### src/rtl/tx_dispatch_arbiter.sv
// tx_dispatch_arbiter: round-robin transaction dispatcher with
// conflict retry/backoff, result timeout and batch boundary handshake.
module tx_dispatch_arbiter #(
  parameter int NUM_REQ    = 4,
  parameter int BATCH_SIZE = 8,
  parameter int MAX_RETRY  = 3,
  parameter int TIMEOUT    = 255
) (
  input  logic                    clk,
  input  logic                    rst_n,
  input  logic [NUM_REQ-1:0]      req_valid,
  input  logic [NUM_REQ*64-1:0]   req_id,
  output logic [NUM_REQ-1:0]      req_ready,
  output logic                    fwd_valid,
  output logic [63:0]             fwd_id,
  output logic [1:0]              fwd_src,
  input  logic                    fwd_ready,
  input  logic                    res_valid,
  input  logic                    res_conflict,
  input  logic [63:0]             res_id,
  output logic                    done_valid,
  output logic [1:0]              done_src,
  output logic [1:0]              done_status,
  output logic                    batch_close,
  output logic [3:0]              batch_count,
  input  logic                    batch_ack
);

  localparam int RW = (MAX_RETRY < 1) ? 1
                    : $clog2(MAX_RETRY + 1);
  localparam int BW = RW + 2;
  localparam int TW = (TIMEOUT < 2) ? 1
                    : $clog2(TIMEOUT + 1);

  localparam logic [1:0] ST_OK   = 2'b00;
  localparam logic [1:0] ST_CONF = 2'b01;
  localparam logic [1:0] ST_TMO  = 2'b10;

  typedef enum logic [2:0] {
    S_IDLE,
    S_ISSUE,
    S_WAIT,
    S_BACKOFF,
    S_CLOSE
  } state_t;

  state_t               state_q, state_d;
  logic [1:0]           last_q, last_d;
  logic [63:0]          id_q, id_d;
  logic [1:0]           src_q, src_d;
  logic [RW-1:0]        retry_q, retry_d;
  logic [BW-1:0]        bo_q, bo_d;
  logic [TW-1:0]        tmr_q, tmr_d;
  logic                 dv_q, dv_d;
  logic [1:0]           dst_q, dst_d;
  logic [3:0]           bcnt_q, bcnt_d;
  logic [NUM_REQ-1:0]   rdy_q, rdy_d;
  logic                 arm_q;

  logic                 gnt_ok;
  logic [1:0]           gnt_idx;
  logic                 match;
  logic [RW-1:0]        retry_nx;
  logic [3:0]           bcnt_nx;

  assign match    = res_valid && (res_id == id_q);
  assign retry_nx = retry_q + RW'(1);
  assign bcnt_nx  = bcnt_q + 4'd1;

  // Round-robin pick starting one past the last granted requester
  always_comb begin
    gnt_ok  = 1'b0;
    gnt_idx = '0;
    for (int k = 1; k <= NUM_REQ; k++) begin
      if (!gnt_ok && req_valid[last_q + 2'(k)]) begin
        gnt_ok  = 1'b1;
        gnt_idx = last_q + 2'(k);
      end
    end
  end

  // Next-state and datapath updates for the dispatch FSM
  always_comb begin
    state_d = state_q;
    last_d  = last_q;
    id_d    = id_q;
    src_d   = src_q;
    retry_d = retry_q;
    bo_d    = bo_q;
    tmr_d   = tmr_q;
    dv_d    = 1'b0;
    dst_d   = dst_q;
    bcnt_d  = bcnt_q;
    rdy_d   = '0;
    unique case (state_q)
      S_IDLE: begin
        if (arm_q && gnt_ok) begin
          id_d           = req_id[{gnt_idx, 6'd0} +: 64];
          src_d          = gnt_idx;
          rdy_d[gnt_idx] = 1'b1;
          last_d         = gnt_idx;
          retry_d        = '0;
          state_d        = S_ISSUE;
        end
      end
      S_ISSUE: begin
        if (fwd_ready) begin
          tmr_d   = '0;
          state_d = S_WAIT;
        end
      end
      S_WAIT: begin
        tmr_d = tmr_q + TW'(1);
        if (match && !res_conflict) begin
          dv_d   = 1'b1;
          dst_d  = ST_OK;
          bcnt_d = bcnt_nx;
          if (bcnt_nx == 4'(BATCH_SIZE)) begin
            state_d = S_CLOSE;
          end else begin
            state_d = S_IDLE;
          end
        end else if (match) begin
          if (retry_q < RW'(MAX_RETRY)) begin
            retry_d = retry_nx;
            bo_d    = {retry_nx, 2'b00};
            state_d = S_BACKOFF;
          end else begin
            dv_d    = 1'b1;
            dst_d   = ST_CONF;
            state_d = S_IDLE;
          end
        end else if (tmr_q == TW'(TIMEOUT - 1)) begin
          dv_d    = 1'b1;
          dst_d   = ST_TMO;
          state_d = S_IDLE;
        end
      end
      S_BACKOFF: begin
        bo_d = bo_q - BW'(1);
        if (bo_q <= BW'(1)) begin
          state_d = S_ISSUE;
        end
      end
      S_CLOSE: begin
        if (batch_ack) begin
          bcnt_d  = '0;
          state_d = S_IDLE;
        end
      end
      default: state_d = S_IDLE;
    endcase
  end

  // State and output registers
  always_ff @(posedge clk or negedge rst_n) begin
    if (!rst_n) begin
      state_q <= S_IDLE;
      last_q  <= 2'd3;
      id_q    <= '0;
      src_q   <= '0;
      retry_q <= '0;
      bo_q    <= '0;
      tmr_q   <= '0;
      dv_q    <= 1'b0;
      dst_q   <= '0;
      bcnt_q  <= '0;
      rdy_q   <= '0;
    end else begin
      state_q <= state_d;
      last_q  <= last_d;
      id_q    <= id_d;
      src_q   <= src_d;
      retry_q <= retry_d;
      bo_q    <= bo_d;
      tmr_q   <= tmr_d;
      dv_q    <= dv_d;
      dst_q   <= dst_d;
      bcnt_q  <= bcnt_d;
      rdy_q   <= rdy_d;
    end
  end

  // Hold off granting on the first edge after reset release
  always_ff @(posedge clk or negedge rst_n) begin
    if (!rst_n) begin
      arm_q <= 1'b0;
    end else begin
      arm_q <= 1'b1;
    end
  end

  assign req_ready   = rdy_q;
  assign fwd_valid   = (state_q == S_ISSUE);
  assign fwd_id      = id_q;
  assign fwd_src     = src_q;
  assign done_valid  = dv_q;
  assign done_src    = src_q;
  assign done_status = dst_q;
  assign batch_close = (state_q == S_CLOSE);
  assign batch_count = bcnt_q;

endmodule

### config.mk
export PLATFORM = sky130hd
export DESIGN_NAME = tx_dispatch_arbiter
export DESIGN_NICKNAME = d
export VERILOG_FILES = /design/src/rtl/tx_dispatch_arbiter.sv
export SDC_FILE = /design/constraint.sdc
export NUM_CORES = 1
export LEC_CHECK = 0
export BUFFER_PORTS_ARGS = -buffer_cell sky130_fd_sc_hd__clkbuf_2
export CORE_AREA = 2 2 161 163
export CTS_CLUSTER_DIAMETER = 40
export CTS_CLUSTER_SIZE = 24
export DETAILED_ROUTE_END_ITERATION = 10
export DIE_AREA = 0 0 163 165
export PLACE_DENSITY = 0.56
export SLEW_MARGIN = 20
export SYNTH_ARGS = -nofsm -noshare
export SYNTH_HDL_FRONTEND = slang
export SYNTH_SLANG_ARGS = --single-unit
export TNS_END_PERCENT = 5
### constraint.sdc
create_clock -name clk -period 2.7 [get_ports clk]
set_clock_uncertainty 0.2 [all_clocks]
set_input_delay 0.405 -clock clk [delete_from_list [all_inputs] [get_ports clk]]
set_output_delay 0.405 -clock clk [all_outputs]
set_load 0.02 [all_outputs]
==> out/results.tsv, run 1 <==
metric	value	unit
Lkg Pwr	5.24	nW
clock root buffer	clkbuf_16	
Post-synth top cells	nand2_1 (364), o21ai_0 (125), dfrtp_1 (95)	
crit path max fanout	5	
Die X-Extent	163	um
DR iter-0 viols	449	
Placed Cells	1700	
Post-synth top flop	dfrtp_1	
initial antenna violation count	3	
maxcap violations	0	
Largest stage delay, worst path	620	ps
post-route antenna net violation count	0	
global-route wire length before repair	46200	um
number of synthesized register bits	97	
outcome	completed	
CTS H-tree lvls	3	
pre-CTS setup slack	-15.2	ps
FF-to-FF setup slack	70	ps
WL met2	15600	um
share of layout cells above drive strength 1	35.3	%
largest net degree at the start of global routing	98	
core area	25000	um^2
Final Power	9.63	mW
CP Data Arrival Time	2670	ps
Critical R2R Launch	fwd_id[58]$_DFFE_PN0P_	
crit path capture type	flip-flop	
Cell Area, Synth	6880	um^2
RSZ-0062 raised after global routing	yes	
GRT overflow	0	
CP Cell Sequence	xnor2_1, nand3_1, or4_4, nor4b_4, a21oi_1, mux2_2	
chip height	165	um
Layout Utilization	39.7	%
PnR worst setup slack	74.1	ps
final cycle utilization of the critical path	97.3	%
Clock Pin Slew Worst Setup and Hold Paths	80	ps
min-delay src	req_id[237]	
min Tclk post-route	2630	ps
RePlAce Congestion	0.921	
Port Buffers	410	
Worst R2R Path Depth	6	
VDD IR max	518	uV
post-synth cell types	48	
TritonCTS Buffers	9	
row count	58	
Vias	8222	
Final Hold Violating Endpoints	0	
Met3 Wirelength	1630	um
synth warn	0	
Min-Delay Path Depth	3	
Crit-path slowest cell	or4_4	
normalized max-slew margin	46.5	%
synth top area cells	dfrtp_1 (35%), nand2_1 (20%), o21ai_0 (9.1%), xnor2_1 (5.9%), nand3_1 (4.5%)	
Post-Syn Instances	980	
Final Cell Area	9930	um^2
total track usage	22.8	%
setup bufs post-CTS	0	
Area Overhead vs Synth	44.2	%
highest routed layer	met4	
most frequent cell after synthesis	nand2_1	
HPWL after DPL	25400	um
Avg Inst Size Synth	7.02	um^2
number of global-route vias before repair	8010	
Reg-to-Reg End	batch_count[0]$_DFFE_PN0P_	
WL/cell	17.9	um
IO Pins	411	
Synth Net Count	1317	
fin nets	1719	
hold path endpoint	fwd_id[45]$_DFFE_PN0P_	
HP Class	input pin to flip-flop	
Die ar.	26900	um^2
Starting Density	27.5	%
post-synth top area share	34.5	%
DRC	0	
crit path launch type	flip-flop	
Seq/Total Area, Yosys	35.3	%
clock sink total	97	
WS Path Type	flip-flop to flip-flop	
number of flops mapped to enable cells by yosys	0	
M1 WL	13000	um
Max Slew Vio Count	0	
Pwr Density	970	nW/um^2
routed vias/inst	4.78	
CTS Buffer Depth	2	
final setup fails	0	
Slew @ Worst Pin	796	ps
CTS tree	done	
First-pass DRT Iterations	5	
Layout Cells excl Fill	1720	
Fmax	0.381	GHz
Synth async-reset ratio	100	%
cell taking the most area after synthesis	dfrtp_1	
routed wire length	30700	um
Worst-Skew Late Latency	360	ps
DP Area	9550	um^2
Critical Path RT	2750	ps
[state kept, by name, summed over array words and instances, names as in the netlist]
name and count:
bo_q 4, tmr_q 8, batch_count 4, retry_q 2, last_q 2, done_status 2
fwd_id 64, state_q 3, arm_q 1, done_src 2, req_ready 4, done_valid 1
[worst max path at each step]
stage | start | endpoint
after floorplan | fwd_id[62]$_DFFE_PN0P_ | bo_q[0]$_DFFE_PN0P_
final | fwd_id[58]$_DFFE_PN0P_ | batch_count[0]$_DFFE_PN0P_
after CTS | fwd_id[46]$_DFFE_PN0P_ | batch_count[0]$_DFFE_PN0P_
after global placement | res_id[45] | batch_count[0]$_DFFE_PN0P_
after global routing | fwd_id[36]$_DFFE_PN0P_ | batch_count[0]$_DFFE_PN0P_
after detailed placement | res_id[45] | batch_count[0]$_DFFE_PN0P_
[through the flow]
step | hold slack [ps] | setup TNS [ps]
after floorplan | -90.6 | 0
after global placement | 281 | -32.6
after detailed placement | 273 | -15.2
after CTS | 57.6 | 0
after global routing | 78.0 | -25.3
final | 72.2 | 0
[where the power goes]
| group | switching (mW) | total, mW | internal (mW) |
|---|---|---|---|
| Sequential | 0.724 | 2.75 | 2.02 |
| Clock | 0.649 | 1.29 | 0.646 |
| Combinational | 3.46 | 5.59 | 2.13 |
| Total | 4.83 | 9.63 | 4.80 |
[routing by layer]
layer  up-vias  global-route usage (%)
li1       4153                       -
met1      3754                    29.0
met2       290                    40.7
met3        25                    3.67
met4         0                    4.79
met5         -                       0
[kinds of logic after synthesis]
family | Yosys count | share of synthesized area (%)
AOI/OAI and AO/OA | 205 | 17.3
xor gates and xnor gates | 46 | 5.85
adders and majority gates | 7 | 1.27
buffers and inverters | 72 | 4.16
DFF | 97 | 35.3
muxes | 5 | 0.745
other | 1 | 0.0545
and+or+nand+nor | 547 | 35.3
[final cells by class]
class	instances	area, um^2
multi-input cells	811	4260
inverters	11	41.3
clock buffers	9	225
clock inverters	7	61.3
flip-flops and latches	97	2430
diodes	3	7.51
fillers	2652	15100
repair buffers	452	2480
well taps	330	413
[what timing repair did]
| action | in CTS | in global routing |
|---|---|---|
| endpoints found under the setup margin | 0 | 24 |
| gates resized for setup | 0 | 11 |
| hold endpoints to repair | 95 | 0 |
| hold buffers | 1 | 0 |
[worst max-delay path, delay by kind of cell (launching register included)]
kind                      cells  cell delay (ps)
AOI/OAI and AO/OA             1               70
xor gates and xnor gates      1              290
DFF                           1              400
muxes                         1              270
and+or+nand+nor               3             1280
[cell usage in the layout, fill, tap and decap left out, types with 3 or more instances in the layout]
cell | Yosys | final
inv_1 | 11 | 11
o2111ai_1 | 6 | 6
nor2_1 | 15 | 14
a21o_1 | 4 | 4
mux2i_1 | 4 | 4
clkbuf_2 | 0 | 409
nor4_1 | 11 | 9
diode_2 | 0 | 3
nor2b_1 | 5 | 5
o21ai_1 | 3 | 3
nand2b_1 | 39 | 39
clkbuf_16 | 0 | 9
ha_1 | 7 | 7
o21ai_0 | 125 | 124
o211ai_1 | 3 | 3
xnor2_1 | 46 | 39
dfrtp_1 | 95 | 94
and3_1 | 4 | 4
nand2_1 | 364 | 364
nand3_1 | 62 | 62
a22oi_1 | 30 | 30
buf_12 | 0 | 9
xnor2_2 | 0 | 7
nand4_1 | 28 | 28
nor4_2 | 1 | 3
nor3_1 | 10 | 9
buf_4 | 2 | 33
a21oi_1 | 18 | 18
Power figures use the tool's default switching activity.
==> run 2, diff against run 1 <==
- PLACE_DENSITY: 0.56 -> 0.58
- clock period: 2.7 -> 2.11 ns (I/O delays scaled with it)
==> out/results.tsv, run 2 (synthesis gave the netlist of run 1 again) <==
metric	value	unit
Final Hold Violating Endpoints	0	
Crit-path slowest cell	dfrtp_2	
Critical Path RT	2140	ps
min Tclk post-route	2470	ps
number of global-route vias before repair	8574	
Layout Cells excl Fill	1863	
TritonCTS Buffers	9	
Worst-Skew Late Latency	360	ps
IO Pins	411	
routed wire length	31200	um
largest net degree at the start of global routing	65	
fin nets	1863	
DR iter-0 viols	457	
CP Data Arrival Time	2500	ps
Final Cell Area	11500	um^2
CP startpoint	fwd_id[28]$_DFFE_PN0P_	
Max Slew Vio Count	0	
crit path capture type	flip-flop	
RePlAce Congestion	0.950	
hold_ws	11.4	ps
row count	58	
failing checks	negative setup slack	
maxcap violations	0	
max reg flops	64	
global-route wire length before repair	47300	um
VDD IR max	745	uV
Starting Density	27.5	%
min-delay src	req_id[207]	
total track usage	23.0	%
core area	25000	um^2
final cycle utilization of the critical path	117	%
most frequent cells in the layout	clkbuf_2 (409), nand2_1 (362), buf_4 (159)	
DRC	0	
GRT overflow	0	
Vias	8831	
pre-CTS setup slack	-445	ps
RSZ-0062 raised after global routing	yes	
Largest stage delay, worst path	430	ps
CTS Buffer Depth	2	
Filler cells	2569	
Fmax	0.405	GHz
HP Class	input pin to flip-flop	
CTS H-tree lvls	3	
CP Cell Sequence	xnor2_2, nand2_1, nor4_2, nand4_1, buf_4, nor4b_4, buf_4, a21oi_1, mux2_2	
Placed Cells	1834	
share of layout cells above drive strength 1	45.1	%
clock sink total	97	
commonest non-fill, non-tap cell in the layout	clkbuf_2	
Pwr Density	1270	nW/um^2
final setup fails	42	
PnR worst setup slack	-360	ps
routed vias/inst	4.74	
post-route antenna net violation count	0	
CTS tree	done	
outcome	finished with violations	
chip height	165	um
First-pass DRT Iterations	5	
HPWL after DPL	26500	um
Final Power	14.5	mW
crit path launch type	flip-flop	
Critical R2R Launch	fwd_id[28]$_DFFE_PN0P_	
initial antenna violation count	2	
Worst R2R Path Depth	9	
Die X-Extent	163	um
DP Area	10700	um^2
Min-Delay Path Depth	3	
Crit path top cell by count	buf_4	
WS Path Type	flip-flop to flip-flop	
crit path max fanout	5	
Port Buffers	410	
Clock Pin Slew Worst Setup and Hold Paths	70	ps
WL/cell	16.8	um
clock root buffer	clkbuf_16	
Lkg Pwr	6.06	nW
Area Overhead vs Synth	66.9	%
Die ar.	26900	um^2
run 2: final timing paths:
kind,endpoint,slack (ps)
max,batch_count[0]$_DFFE_PN0P_,-360
min reg2reg,tmr_q[6]$_DFFE_PN0P_,280
min in group asynchronous,done_src[0]$_DFFE_PN0P_,230
max reg2reg,batch_count[0]$_DFFE_PN0P_,-360
max in group asynchronous,fwd_id[9]$_DFFE_PN0P_,890
min,fwd_id[15]$_DFFE_PN0P_,10
run 2: layout make-up:
class | instances | area, um^2 | share of cell area [%]
Clock inverter | 4 | 76.3 | 0.664
Inverter | 11 | 41.3 | 0.359
Tap cell | 330 | 413 | 3.59
Clock buffer | 12 | 246 | 2.15
Antenna cell | 2 | 5.00 | 0.0436
Multi-Input combinational cell | 811 | 4590 | 39.9
Timing Repair Buffer | 596 | 3650 | 31.8
Sequential cell | 97 | 2470 | 21.5
run 2: through the flow:
| step | setup TNS, ps | utilization, % |
|---|---|---|
| finish | -4950 | 45.9 |
| floorplan | -4180 | - |
| detailed placement | -7790 | 42.9 |
| global placement | -7120 | 42.9 |
| CTS | -5470 | 45.3 |
| global route | -13450 | 45.9 |
run 2: report_power, final:
| part | internal (mW) | switching [mW] |
|---|---|---|
| Sequential | 2.64 | 0.792 |
| Clock | 1.08 | 0.760 |
| Combinational | 4.25 | 5.03 |
run 2: per-layer routing:
metal | vias up | GRT usage, % | share of wire, % | wire [um]
met1 | 4095 | 28.7 | 42 | 13200
met5 | - | 0 | 0 | 0
li1 | 4432 | - | - | -
met4 | 0 | 4.95 | 1.4 | 452
met3 | 27 | 3.97 | 5.1 | 1610
met2 | 277 | 41.5 | 51 | 16000
run 2: what timing repair did:
item | CTS | global route
cloned | 0 | 0
hold buffers | 10 | 0
resized for setup | 30 | 33
pin swaps | 5 | 7
endpoints found under the setup margin | 72 | 80
buffers inserted | 1 | 0
endpoints found under the hold margin | 32 | 0
run 2: critical path: cells and delay by family (launching register included):
family / cells / cell delay (ps)
and+or+nand+nor: 4 / 840
DFF: 1 / 430
buffers and inverters: 2 / 370
muxes: 1 / 250
xor gates and xnor gates: 1 / 220
AOI/OAI and AO/OA: 1 / 40
